**config.mk**
```make
export PLATFORM = sky130hd
export DESIGN_NAME = issue_scoreboard
export DESIGN_NICKNAME = d
export VERILOG_FILES = /design/src/rtl/core_pkg.sv /design/src/rtl/sb_counter.sv /design/src/rtl/issue_scoreboard.sv
export SDC_FILE = /design/constraint.sdc
export NUM_CORES = 1
export LEC_CHECK = 0
export CAP_MARGIN = 20
export CORE_ASPECT_RATIO = 1.1
export CORE_MARGIN = 10
export CORE_UTILIZATION = 55
export DETAILED_ROUTE_END_ITERATION = 6
export PLACE_DENSITY = 0.82
export SYNTH_ARGS = -nofsm -noshare
export SYNTH_HDL_FRONTEND = slang
export SYNTH_HIERARCHICAL = 1
export SYNTH_SLANG_ARGS = --single-unit
```
**constraint.sdc**
```tcl
create_clock -name clk -period 8.1 [get_ports clk]
set_input_delay 0.81 -clock clk [delete_from_list [all_inputs] [get_ports clk]]
set_output_delay 0.81 -clock clk [all_outputs]
set_load 0.03 [all_outputs]
```
**src/rtl/core_pkg.sv**
```systemverilog
// core_pkg
//   Shared register-file constants and types for the decode-stage scoreboard.
//   REG_ADDR_W / NUM_REGS  : architectural register addressing
//   reg_addr_t             : register index type
//   cnt_width()            : width needed to count 0..max_out inclusive
//   CNT_W                  : counter width for the default budget of 4
package core_pkg;

    localparam int REG_ADDR_W          = 5;
    localparam int NUM_REGS            = 32;
    localparam int MAX_OUTSTANDING_DEF = 4;

    typedef logic [REG_ADDR_W-1:0] reg_addr_t;

    function automatic int cnt_width(input int max_out);
        return $clog2(max_out + 1);
    endfunction

    localparam int CNT_W = cnt_width(MAX_OUTSTANDING_DEF);

endpackage

```
**src/rtl/sb_counter.sv**
```systemverilog
// sb_counter
//   Up/down counter of in-flight long-latency operations, saturating at 0
//   and at MAX. An increment and a decrement in the same cycle cancel.
//   clk, rst   : clock, synchronous active-high reset
//   inc, dec   : one-cycle count requests
//   count      : current count
//   underflow  : combinational, dec requested while count is 0
module sb_counter
    import core_pkg::*;
#(
    parameter int MAX = MAX_OUTSTANDING_DEF,
    parameter int W   = CNT_W
) (
    input  logic         clk,
    input  logic         rst,
    input  logic         inc,
    input  logic         dec,
    output logic [W-1:0] count,
    output logic         underflow
);

    logic at_zero;
    logic at_max;

    assign at_zero   = (count == '0);
    assign at_max    = (count == W'(MAX));
    assign underflow = dec & at_zero;

    always_ff @(posedge clk) begin
        if (rst) begin
            count <= '0;
        end else if (inc && !dec && !at_max) begin
            count <= count + W'(1);
        end else if (dec && !inc && !at_zero) begin
            count <= count - W'(1);
        end
    end

endmodule

```
**src/rtl/issue_scoreboard.sv**
```systemverilog
// issue_scoreboard
//   Register scoreboard and issue gate between decode and issue. Tracks the
//   destination registers of in-flight long-latency operations and stalls
//   decode on RAW/WAW hazards against them or when the outstanding budget
//   is exhausted. Write-back is not bypassed: a cleared bit only takes
//   effect at the next edge, so there is no path from wb_* to stall.
//   clk, rst           : clock, synchronous active-high reset
//   issue_*            : decoded instruction presented by decode
//   uses_rs1/uses_rs2  : instruction reads rs1/rs2
//   writes_rd          : instruction writes rd
//   issue_long         : long-latency instruction, reserves rd on issue
//   flush              : kill the presented instruction
//   wb_valid, wb_rd    : long-latency write-back
//   stall, issue_fire  : issue gate outputs (combinational)
//   pending            : per-register busy bits, bit 0 always 0
//   outstanding        : in-flight long-latency operation count
//   sb_error           : sticky protocol error
module issue_scoreboard
    import core_pkg::*;
#(
    parameter int DATA_WIDTH      = 32,
    parameter int MAX_OUTSTANDING = 4
) (
    input  logic                                   clk,
    input  logic                                   rst,
    input  logic                                   issue_valid,
    input  logic [REG_ADDR_W-1:0]                  issue_rs1,
    input  logic [REG_ADDR_W-1:0]                  issue_rs2,
    input  logic [REG_ADDR_W-1:0]                  issue_rd,
    input  logic                                   uses_rs1,
    input  logic                                   uses_rs2,
    input  logic                                   writes_rd,
    input  logic                                   issue_long,
    input  logic                                   flush,
    input  logic                                   wb_valid,
    input  logic [REG_ADDR_W-1:0]                  wb_rd,
    output logic                                   stall,
    output logic                                   issue_fire,
    output logic [NUM_REGS-1:0]                    pending,
    output logic [cnt_width(MAX_OUTSTANDING)-1:0]  outstanding,
    output logic                                   sb_error
);

    localparam int CW = cnt_width(MAX_OUTSTANDING);

    // DATA_WIDTH is carried only for uniform instantiation; reject nonsense.
    if (DATA_WIDTH < 1 || MAX_OUTSTANDING < 1 || MAX_OUTSTANDING > 31) begin : g_bad_params
        $error("issue_scoreboard: illegal parameter value");
    end

    reg_addr_t rs1;
    reg_addr_t rs2;
    reg_addr_t rd;
    reg_addr_t wrd;

    assign rs1 = issue_rs1;
    assign rs2 = issue_rs2;
    assign rd  = issue_rd;
    assign wrd = wb_rd;

    logic raw;
    logic waw;
    logic full;
    logic live;

    assign raw  = (uses_rs1 && rs1 != '0 && pending[rs1]) ||
                  (uses_rs2 && rs2 != '0 && pending[rs2]);
    assign waw  = writes_rd && rd != '0 && pending[rd];
    assign full = issue_long && (outstanding == CW'(MAX_OUTSTANDING));
    assign live = issue_valid && !flush;

    assign stall      = live && (raw || waw || full);
    assign issue_fire = live && !stall;

    // Every fired long op counts, even with rd=x0 or no write; its
    // completion then arrives as wb_rd=0.
    logic cnt_inc;
    logic cnt_underflow;

    assign cnt_inc = issue_fire && issue_long;

    sb_counter #(
        .MAX (MAX_OUTSTANDING),
        .W   (CW)
    ) u_counter (
        .clk       (clk),
        .rst       (rst),
        .inc       (cnt_inc),
        .dec       (wb_valid),
        .count     (outstanding),
        .underflow (cnt_underflow)
    );

    logic [NUM_REGS-1:0] set_mask;
    logic [NUM_REGS-1:0] clr_mask;
    logic [NUM_REGS-1:0] pending_nxt;
    logic                stray_wb;

    always_comb begin
        set_mask = '0;
        clr_mask = '0;
        if (cnt_inc && writes_rd && rd != '0) begin
            set_mask[rd] = 1'b1;
        end
        if (wb_valid) begin
            clr_mask[wrd] = 1'b1;
        end
    end

    // A set and a clear of the same register cannot coincide: a pending rd
    // always stalls on WAW, so the order of mask application is irrelevant.
    always_comb begin
        pending_nxt    = (pending & ~clr_mask) | set_mask;
        pending_nxt[0] = 1'b0;
    end

    assign stray_wb = wb_valid && wrd != '0 && !pending[wrd];

    always_ff @(posedge clk) begin
        if (rst) begin
            pending  <= '0;
            sb_error <= 1'b0;
        end else begin
            pending <= pending_nxt;
            if (stray_wb || cnt_underflow) begin
                sb_error <= 1'b1;
            end
        end
    end

endmodule
```
### Word-level counts from Yosys, hierarchy flattened

Cells that the tools add are included.

* add/sub/neg operators: 2
* equality and inequality tests: 1
* reductions and logical operators: 38
* magnitude comparators: 6
* mux-type cells: 16
* bitwise logic cells: 4

Operator list (count)
* $mux W32: 2
* $and A32 B32 Y32: 1
* $not A32 Y32: 1
* $or A32 B32 Y32: 1
* $lt A5 B6 Y1 const B: 4
* $logic_and A1 B1 Y1: 21
* $bmux W1 S5: 4
* $reduce_bool A5 Y1: 4
* $demux W1 S5: 2
* $ge A5 B1 Y1 const B: 2
* $logic_not A1 Y1: 7
* $mux W1: 6
* $mux W3: 2
* $logic_or A1 B1 Y1: 4
* $add A3 B1 Y3 const B: 1
* $eq A3 B3 Y1 const B: 1
* $logic_not A3 Y1: 1
* $sub A3 B1 Y3 const B: 1
* $reduce_bool A2 Y1: 1
* $and A1 B1 Y1: 1

* output and inout bits: 38
* logic and storage cells: 71
* input port bits: 29
* bits in registers: 36

### Longest topological paths before layout

Gate-level depths: netlist of the first run.

* word-level depth: 15
* mapped depth: 14
* depth with buffers taken out: 12

### By module

The synthesis of the first run kept the hierarchy.

By module, submodules not included
* issue_scoreboard: instances 1, area an instance 2975.4 um^2, seq. area each 640.6 um^2, cells an instance 339
* sb_counter: instances 1, area an instance 222.7 um^2, seq. area each 60.1 um^2, cells an instance 23

### Worst setup path after synthesis of the first run

Ideal clock, no wire load.

* path type: input-to-reg
* start point: input port issue_rd[1]
* end point: register u_counter.count[2]
* required time: 7.997 ns
* setup slack: 4.025 ns
* path buffers: 2
* stages on the path: 14
* arrival time: 3.972 ns
* library setup time: 0.103 ns
* cells stage by stage: buf_2 -> buf_2 -> mux4_2 -> a32o_1 -> nor3_1 -> o22ai_1 -> o211a_1 -> and4bb_2 -> and2b_1 -> o21ai_0 -> fa_1 -> and3b_1 -> and3_4 -> a2111oi_2

* cells in the longest elaborated chain, start to end: 13
* elaborated cells on any way between the ends: 18
* those cells by class: mux (3); reduce/logical (15)

Ends and longest elaborated chain
* from (decl): RTL line issue_scoreboard.sv:29 `input logic [REG_ADDR_W-1:0] issue_rd,`
* $bmux W1 S5 or $reduce_bool A5 Y1 (tied branches): RTL line issue_scoreboard.sv:68 `assign waw = writes_rd && rd != '0 && pending[rd];`
* $mux W1 (not written as such) or $logic_and A1 B1 Y1 (tied branches): RTL line issue_scoreboard.sv:68
* $logic_and A1 B1 Y1 (*): RTL line issue_scoreboard.sv:68
* $logic_or A1 B1 Y1 (*) (2 in a row): RTL line issue_scoreboard.sv:72 `assign stall = live && (raw || waw || full);`
* $logic_and A1 B1 Y1 (*): RTL line issue_scoreboard.sv:72
* $logic_not A1 Y1 (*): RTL line issue_scoreboard.sv:73 `assign issue_fire = live && !stall;`
* $logic_and A1 B1 Y1 (*): RTL line issue_scoreboard.sv:73
* $logic_and A1 B1 Y1 (*): RTL line issue_scoreboard.sv:80 `assign cnt_inc = issue_fire && issue_long;`
* net cnt_inc: RTL line issue_scoreboard.sv:77 `logic cnt_inc;`
* $logic_not A1 Y1: RTL line sb_counter.sv:34 `end else if (dec && !inc && !at_zero) begin`
* $logic_and A1 B1 Y1 (2 in a row): RTL line sb_counter.sv:34
* $reduce_bool A2 Y1 (no source line)
* to (signal assigned): RTL line sb_counter.sv:33 `count <= count + W'(1);`
* to (signal assigned): RTL line sb_counter.sv:35 `count <= count - W'(1);`
* to (decl): RTL line sb_counter.sv:18 `output logic [W-1:0] count,`

The timed path passes the listed nets; every way through them passes the cells marked *. The select of a mux whose other input is x is not followed.
A chain may end at the register's enable or synchronous reset.

### Worst setup path in the final report of the first run

* start point: input port issue_rd[1]
* end point: output port stall

* cells in the longest elaborated chain, start to end: 6
* elaborated cells on any way between the ends: 8
* those cells by class: mux (2); reduce/logical (6)

Ends and longest elaborated chain
* $bmux W1 S5 or $reduce_bool A5 Y1 (tied branches): RTL line issue_scoreboard.sv:68
* $mux W1 (not written as such) or $logic_and A1 B1 Y1 (tied branches): RTL line issue_scoreboard.sv:68
* $logic_and A1 B1 Y1 (*): RTL line issue_scoreboard.sv:68
* $logic_or A1 B1 Y1 (*) (2 in a row): RTL line issue_scoreboard.sv:72
* $logic_and A1 B1 Y1 (*): RTL line issue_scoreboard.sv:72
* to (decl): RTL line issue_scoreboard.sv:37 `output logic stall,`

Every way passes the cells marked *; elsewhere a longest branch is shown, timed or not. The select of a mux whose other input is x is not followed.

==> qor.csv, run 1 <==
metric,value,unit
area grow syn2layout,20.85,%
xor and xnor area share after synthesis,0.5477,%
Pre-antenna DRT Iters,5,
pin count of the biggest net entering global routing,44,
Synth Warn #,6,
vias per inst,6.843,
Worst Clk Skew,0.004738,ns
clock root buffer,clkbuf_8,
Slew Limit Fails,0,
synthesized netlist cell count,362,
WL final,10730,um
Final GP Congestion,1.002,
mux cell area share after synthesis,22.38,%
Required @ worst endpoint,7.29,ns
Post-Synth Adder-Cell Area,0.6260,%
Most used DFF post-synth,dfxtp_1,
num rows,29,
Hold WC Path Type,reg2reg,
Remaining DRCs,0,
time the worst path needs with I/O delays and setup,5.147,ns
DPL Wire Length,8023,um
Top Ports,67,
number of synthesized flops with an enable pin,0,
Buffers on Ports,65,
Diodes inserted,0,
CTS hold repair buffers,0,
clock sink count,35,
Final Hold Viols,0,
kind of critical path,in2out,
core area,0.005697,mm^2
CTS tree,yes,
status,"finished, final reports clean",
max-cap violations,0,
remaining global-route overflow,0,
DR WL/cell,22.22,um
Peak Freq,194.3,MHz
Syn Std Cell Area,0.003198,mm^2
H-tree Lvls,2,
worst slew pin tran,0.9651,ns
Nets,436,
mean area per synthesized cell,8.834,um^2
worst-path maximum fanout,17,
fillcell total,475,
largest family of logic cells by synthesized area,simple AND/OR/NAND/NOR gates,
vias in the first global route,3209,
CP arrival,4.34,ns
Vias,3305,
sequential area share after synthesis,21.91,%
CTS Buffer Depth,2,
area share of and/or/nand/nor cells after synthesis,27.97,%
Antenna Violating Nets Remaining,0,
Starting Density,56.14,%
asr flop ratio synth,0,%
unrepaired setup endpoints after global routing,false,
Fin Setup TNS,0,ns
total CTS buffers,5,
die area,0.009268,mm^2
Synth Area in Compound Gates,19.91,%
Die H,99.98,um
clock latency on the worst-skew pair,0.30,ns
first-pass GRT wire length,16990,um
postcts setup bufs,0,
"Distinct cells, synth",61,
initial antenna violation count,0,
syn_nets,392,
post_cts resized,0,
Die X,92.71,um
total power,0.0004182,W
Tcrit/Tclk final,63.54,%
CP Capture Type,output pin,
leakage,1.288,nW
VDD IR max,0.08584,mV
register bit total from synthesis,35,
initial drt markers,413,
clk slew on worst S/H paths,0.07,ns
type of origin of the critical path,input port,
GRT Total Usage,23.01,%
PwrDens,108.2,mW/mm^2
layout cell share with drive strength beyond 1,13.05,%
Setup Viol. Count Final,0,
Relative slew margins,35.52,%
## per-layer routing
layer / track usage (%) / part of all wire (%)
met2: 37.99 / 49
met4: 12.23 / 4.2
met5: 0 / 0
met1: 26.12 / 37
met3: 7.090 / 9.7
## power breakdown
part / switching, W / internal, W / total, W
clock: 0.0000644 / 0.0000667 / 0.000131
combinational: 0.0000638 / 0.0000436 / 0.000107
sequential: 0.00000482 / 0.000175 / 0.000180
total: 0.000133 / 0.000285 / 0.000418
## stage by stage
stage          setup slack [ns]  std cells  hold slack (ns)  utilization [%]  instance area [um^2]
6_report                  2.953        483           0.5226            67.85                  3865
3_3_place_gp              3.129        476           0.5018            66.31                  3777
3_5_place_dp              2.981        476           0.5063            66.31                  3777
5_1_grt                   2.767        483           0.5527            67.85                  3865
4_1_cts                   3.022        483           0.5258            67.85                  3865
2_1_floorplan             4.025        362           0.6242                -                  3198
## flip-flops by register name (all words and copies together), names as in the netlist
signal,count
pending,31
u_counter/count,3
sb_error,1
## kinds of logic after synthesis
| family | after synthesis |
|---|---|
| simple gates | 157 |
| compound gates | 86 |
| mux | 43 |
| buf+inv | 37 |
| flops | 35 |
| xor+xnor | 2 |
| fa+ha+maj | 1 |
| other cells | 1 |
## cell usage after synthesis (all sizes together), types with 7 or more instances
cell type | number | area [um^2]
o21ai | 38 | 193.9
dfxtp | 35 | 700.7
nand2 | 30 | 112.6
nand3 | 24 | 120.1
nor2b | 24 | 150.1
nand3b | 23 | 172.7
mux4 | 21 | 488.0
mux2i | 16 | 160.2
nor2 | 16 | 60.06
o31ai | 16 | 160.2
buf | 15 | 126.4
clkbuf | 15 | 56.30
nor3 | 9 | 45.04
nor3b | 9 | 72.57
inv | 7 | 26.28
## worst paths after layout
kind,startpoint,end,slack [ns],depth (start not counted)
worst max-delay path,issue_rd[1],stall,2.95,9
worst min-delay path,sb_error,sb_error,0.52,2
worst max register to register,pending[17],u_counter/count[2],4.13,12
worst min register to register,sb_error,sb_error,0.52,2
## critical path, stage by stage
cell and delay (ns):
clkdlybuf4s50_1 1.03, nor2b_1 0.56, a22oi_1 0.15, o31a_1 0.32
o22ai_1 0.17, buf_4 0.27, o211a_1 0.22, o21a_1 0.13
clkdlybuf4s50_1 0.67
## cells in the final DEF (no fill, tap or decap), types with 4 or more instances in the layout
master,count
a21oi_1,4
nand2_1,30
o21ai_0,37
nor3b_1,8
nor3_1,9
clkbuf_8,6
nand3_1,24
nor2_1,16
mux2i_1,16
nand2b_1,4
o31ai_2,8
mux2_2,6
dfxtp_1,35
nand3b_1,23
inv_1,7
clkdlybuf4s50_1,65
nor2b_1,24
mux4_1,4
mux4_2,17
o31ai_1,8
## final cells by class
| class | instances | area, um^2 | area share (%) |
|---|---|---|---|
| clock buffer | 6 | 82.58 | 2.137 |
| clock inverter | 1 | 5.005 | 0.1295 |
| inverter | 7 | 26.28 | 0.6798 |
| multi-input combinational | 290 | 2288 | 59.21 |
| sequential | 35 | 700.7 | 18.13 |
| tap | 77 | 96.34 | 2.493 |
| timing repair buffer | 67 | 665.6 | 17.22 |
Note: power is estimated with default switching activity, not from simulation.
==> inputs of run 2 (changes only) <==
- CORE_UTILIZATION: 55 -> 47
- PLACE_DENSITY: 0.82 -> 0.74
- clock period: 8.1 -> 4.6 ns (I/O delays scaled with it)
==> qor.csv, run 2 (same netlist as run 1, synthesis figures left out) <==
metric,value,unit,change
total CTS buffers,5,,unchanged
Hold WC Path Type,reg2reg,,
Nets,446,,+2.3%
vias in the first global route,3106,,-3.2%
reg2reg path depth,12,,unchanged
area grow syn2layout,22.97,%,
time the worst path needs with I/O delays and setup,4.176,ns,
R2R Path End,u_counter/count[2],,
Global Route met3 Usage,4.728,%,-2.4 points
clock sink count,35,,unchanged
clk slew on worst S/H paths,0.07,ns,about the same
GRT Total Usage,20.02,%,-3.0 points
type of origin of the critical path,input port,,
CTS tree,yes,,
Buffers on Ports,65,,unchanged
CTS Buffer Depth,2,,unchanged
pin count of the biggest net entering global routing,44,,unchanged
"most common cell after layout, fill and taps aside",clkdlybuf4s50_1,,
die area,0.01051,mm^2,+13%
DR WL/cell,22.37,um,+0.69%
CP bufs+invs,3,,unchanged
Worst Clk Skew,0.009763,ns,+0.005025 ns
CP Capture Type,output pin,,
CP arrival,3.72,ns,-0.62 ns
postcts setup bufs,0,,unchanged
Fin Setup TNS,0,ns,unchanged
Die H,106.5,um,+6.5%
"commonest non-fill, non-tap cells in the layout","clkdlybuf4s50_1 (64), o21ai_0 (37), dfxtp_1 (35), nand2_1 (30)",,
Diodes inserted,0,,unchanged
first-pass GRT wire length,17070,um,+0.45%
Tcrit/Tclk final,90.79,%,
Setup Viol. Count Final,0,,unchanged
met2 Track Usage GR,34.11,%,-3.9 points
CP peak stage delay,0.71,ns,-0.32 ns
kind of critical path,in2out,,
Antenna Violating Nets Remaining,0,,unchanged
WL final,11120,um,+3.6%
hold path start,sb_error,,
Final Core Density,59.64,%,-8.2 points
critical path's top delay family,buffers and inverters,,
H-tree Lvls,2,,unchanged
total power,0.0007305,W,+75%
Post-Place Cells,491,,+3.2%
max-cap violations,0,,unchanged
Final GP Congestion,0.9704,,-3.1%
CTS hold repair buffers,0,,unchanged
Peak Freq,239.4,MHz,
layout cell share with drive strength beyond 1,15.18,%,+2.1 points
Die X,98.65,um,+6.4%
initial drt markers,331,,-20%
critical path's most frequent cell,clkdlybuf4s50_1,,
R2R setup slack,1.00,ns,-3.13 ns
Largest register FFs,31,,unchanged
CP max stage cell,clkdlybuf4s50_1,,
PwrDens,185.8,mW/mm^2,+72%
unrepaired setup endpoints after global routing,false,,
Final Hold Viols,0,,unchanged
Min-Delay Endpoint,sb_error,,
area of the multi-input gates,0.002288,mm^2,unchanged
Slew Limit Fails,0,,unchanged
Top Ports,67,,unchanged
vias per inst,6.553,,-4.2%
GRT busiest layer,met2,,
Vias,3257,,-1.5%
register area,700.7,um^2,unchanged
initial antenna violation count,0,,unchanged
R2R Path Start,pending[18],,
fin cells,497,,+2.9%
DPL Wire Length,8664,um,+8.0%
core area,0.006594,mm^2,+16%
VDD IR max,0.1273,mV,+48%
Top Registers,"pending x31, u_counter/count x3, sb_error x1",,
worst slack at placement,0.2198,ns,-2.762 ns
crit-path cells,clkdlybuf4s50_1 > mux4_2 > nor2b_1 > a211o_1 > a221oi_2 > o21ai_2 > buf_4 > nor3b_1 > clkdlybuf4s50_1,,
Remaining DRCs,0,,unchanged
leakage,1.327,nW,+3.1%
worst-path maximum fanout,18,,+1
fillcell total,607,,+28%
post_cts resized,0,,unchanged
hold path cells,2,,unchanged
Relative slew margins,50.79,%,+15 points
largest reg by FF count,pending,,
Required @ worst endpoint,4.14,ns,-3.15 ns
clock latency on the worst-skew pair,0.29,ns,about the same
num rows,31,,+6.9%
worst slew pin tran,0.7358,ns,-0.2293 ns
status,"finished, final reports clean",,
Setup WS post-layout,0.4236,ns,-2.530 ns
clock root buffer,clkbuf_8,,
remaining global-route overflow,0,,unchanged
M1 GR Usage,23.42,%,-2.7 points
Starting Density,48.50,%,-7.6 points
Pre-antenna DRT Iters,5,,unchanged
-- run 2: cell types whose count changed in the layout (fill, tap and decap cells not counted) --
| cell | delta |
|---|---|
| buf_4 | +11 |
| clkbuf_8 | -1 |
| clkdlybuf4s50_1 | -1 |
| clkinv_2 | -1 |
| clkinvlp_4 | +1 |
-- run 2: worst max-delay path by stage --
stage / from / end / slack [ns] / depth (start not counted)
floorplan: issue_rd[1] / u_counter/count[2] / 0.88 / 14
global placement: issue_rs2[0] / u_counter/count[2] / 0.31 / 13
detailed placement: issue_rs2[0] / u_counter/count[2] / 0.22 / 13
CTS: issue_rs2[0] / issue_fire / 0.43 / 9
global route: issue_rs2[0] / issue_fire / 0.20 / 9
finish: issue_rs2[0] / issue_fire / 0.42 / 9
-- run 2: tightest hold or removal path, stage by stage, from the launching register on --
cell     delay [ns]
dfxtp_1        0.32
nor2_1         0.10
a21oi_1        0.06
-- run 2: layout make-up --
type | count | area share [%]
flip-flops and latches | 35 | 17.82
clock inverters | 1 | 0.1909
multi-input cells | 290 | 58.19
inverters | 7 | 0.6682
repair buffers | 77 | 18.77
clock buffers | 5 | 1.750
well taps | 82 | 2.609
-- run 2: per-stage QoR --
| stage | instance area (um^2) | hold WS (ns) |
|---|---|---|
| detailed placement | 3856 | 0.5169 |
| CTS | 3933 | 0.5308 |
| finish | 3933 | 0.5208 |
| global placement | 3856 | 0.4980 |
| floorplan | 3198 | 0.5289 |
| global route | 3933 | 0.5764 |
-- run 2: power breakdown --
part	total [W]	internal (W)	switching (W)	leakage, nW
registers	0.000317	0.000308	0.00000882	0.283
clock network	0.000216	0.000101	0.000115	0.0361
logic	0.000198	0.0000828	0.000115	1.01
-- run 2: metal layers --
metal,up-vias,wire (um)
met3,28,842
met5,-,0
li1,1474,-
met4,0,380
met1,1586,4471
met2,169,5424
==> inputs of run 3 (changes only) <==
--- a/config.mk
+++ b/config.mk
@@ -11,2 +11,3 @@
 export CORE_UTILIZATION = 47
+export CTS_CLUSTER_SIZE = 25
 export DETAILED_ROUTE_END_ITERATION = 6
--- a/constraint.sdc
+++ b/constraint.sdc
@@ -3,2 +3,2 @@
 set_output_delay 0.46 -clock clk [all_outputs]
-set_load 0.03 [all_outputs]
+set_load 0.1 [all_outputs]
==> qor.csv, run 3 (same netlist as run 1, synthesis figures left out) <==
metric,value,unit,change
Remaining DRCs,0,,unchanged
clock latency on the worst-skew pair,0.29,ns,about the same
M1 GR Usage,23.81,%,+0.39 points
clock root buffer,clkbuf_8,,
Peak Freq,242.4,MHz,+1.2%
Diodes inserted,0,,unchanged
VDD IR max,0.1865,mV,+47%
unrepaired setup endpoints after global routing,false,,
DR WL/cell,21.58,um,-3.5%
Largest register FFs,31,,unchanged
Die X,98.65,um,unchanged
Final Hold Viols,0,,unchanged
Vias,3179,,-2.4%
CTS hold repair buffers,0,,unchanged
largest reg by FF count,pending,,
status,"finished, final reports clean",,
Fin Setup TNS,0,ns,unchanged
Setup WS post-layout,0.4744,ns,+0.05088 ns
max-cap violations,0,,unchanged
area grow syn2layout,24.33,%,
type of origin of the critical path,input port,,
Setup Viol. Count Final,0,,unchanged
Tcrit/Tclk final,89.69,%,-1.1 points
layout cell share with drive strength beyond 1,15.63,%,+0.44 points
H-tree Lvls,2,,unchanged
GRT busiest layer,met2,,
Hold WC Path Type,reg2reg,,
pin count of the biggest net entering global routing,41,,-6.8%
CTS tree,yes,,
remaining global-route overflow,0,,unchanged
met2 Track Usage GR,34.16,%,+0.047 points
PwrDens,202.8,mW/mm^2,+9.2%
WL final,10750,um,-3.3%
"most common cell after layout, fill and taps aside",clkdlybuf4s50_1,,
total CTS buffers,5,,unchanged
Gate power share,29.1,%,+2.0 points
Clk pwr share,31.7,%,+2.2 points
Required @ worst endpoint,4.79,ns,+0.65 ns
Sequential Power Share,39.2,%,-4.2 points
CP Capture Type,flip-flop,,
Die H,106.5,um,unchanged
CTS Buffer Depth,2,,unchanged
Starting Density,48.50,%,unchanged
Relative slew margins,33.12,%,-18 points
clk slew on worst S/H paths,0.07,ns,about the same
leakage,1.348,nW,+1.6%
Global Route met3 Usage,4.339,%,-0.39 points
initial antenna violation count,0,,unchanged
clock sink count,35,,unchanged
DPL Wire Length,8195,um,-5.4%
num rows,31,,unchanged
vias per inst,6.384,,-2.6%
fin area,0.003976,mm^2,+1.1%
core area,0.006594,mm^2,unchanged
worst slew pin tran,1.000,ns,+0.2642 ns
vias in the first global route,3101,,-0.16%
first-pass GRT wire length,17010,um,-0.36%
"commonest non-fill, non-tap cells in the layout","clkdlybuf4s50_1 (63), o21ai_0 (37), dfxtp_1 (35), nand2_1 (30)",,
Buffers on Ports,65,,unchanged
time the worst path needs with I/O delays and setup,4.126,ns,-0.05088 ns
Antenna Violating Nets Remaining,0,,unchanged
internal power,0.0005298,W,+7.8%
Top Ports,67,,unchanged
postcts setup bufs,0,,unchanged
kind of critical path,in2reg,,
post_cts resized,0,,unchanged
Switch Pwr,0.0002767,W,+16%
Final GP Congestion,0.9214,,-5.0%
CP arrival,4.32,ns,+0.60 ns
worst-path maximum fanout,8,,-10
Top Registers,"pending x31, u_counter/count x3, sb_error x1",,
Placed Instance Area,0.003876,mm^2,+0.52%
initial drt markers,208,,-37%
worst slack at placement,0.1867,ns,-0.03306 ns
Worst Clk Skew,0.006073,ns,-0.003690 ns
final hold slack,0.5171,ns,-0.003749 ns
Slew Limit Fails,0,,unchanged
die area,0.01051,mm^2,unchanged
Sw Share,34.31,%,+1.6 points
Nets,445,,-0.22%
Pre-antenna DRT Iters,5,,unchanged
GRT Total Usage,19.75,%,-0.28 points
[run 3: worst paths after layout]
kind / depth (start not counted) / slack (ns) / from / endpoint
worst max register to register: 12 / 1.00 / pending[18] / u_counter/count[2]
worst min-delay path: 2 / 0.52 / sb_error / sb_error
worst max-delay path: 13 / 0.47 / issue_rs2[0] / u_counter/count[2]
worst min register to register: 2 / 0.52 / sb_error / sb_error
[run 3: per-stage QoR]
stage | util [%] | total power (W) | cells
floorplan | - | 0.0004882 | 362
global placement | 58.79 | 0.0005540 | 490
detailed placement | 58.79 | 0.0005556 | 490
CTS | 60.30 | 0.0008035 | 498
global route | 60.30 | 0.0008312 | 498
finish | 60.30 | 0.0008065 | 498
[run 3: final cells by class]
type	instances	area [um^2]
inverters	7	26.28
multi-input cells	290	2293
well taps	82	102.6
repair buffers	76	753.2
clock buffers	8	100.1
fillers	605	2618
flip-flops and latches	35	700.7
[run 3: power groups by stage]
stage | combinational, W | clock, W | sequential [W]
2_1_floorplan | 0.000130 | 0 | 0.000359
3_3_place_gp | 0.000231 | 0 | 0.000323
3_5_place_dp | 0.000232 | 0 | 0.000323
4_1_cts | 0.000233 | 0.000254 | 0.000316
5_1_grt | 0.000250 | 0.000264 | 0.000318
6_report | 0.000235 | 0.000255 | 0.000316
[run 3: worst max-delay path: stages]
cell and delay, ns:
clkdlybuf4s50_1 0.69, mux4_2 0.54, nor2b_1 0.14, a211o_1 0.30, a221oi_2 0.34, o21ai_2 0.13, and4bb_2 0.38, and2b_1 0.14
o21ai_0 0.10, fa_1 0.41, and3b_1 0.22, and3_4 0.18, a2111oi_2 0.31
[run 3: metal layers]
metal	wire length (um)	vias up	share of wire (%)
li1	-	1486	-
met1	4391	1514	41
met2	5331	156	50
met3	811	23	7.5
met4	213	0	2.0
met5	0	-	0
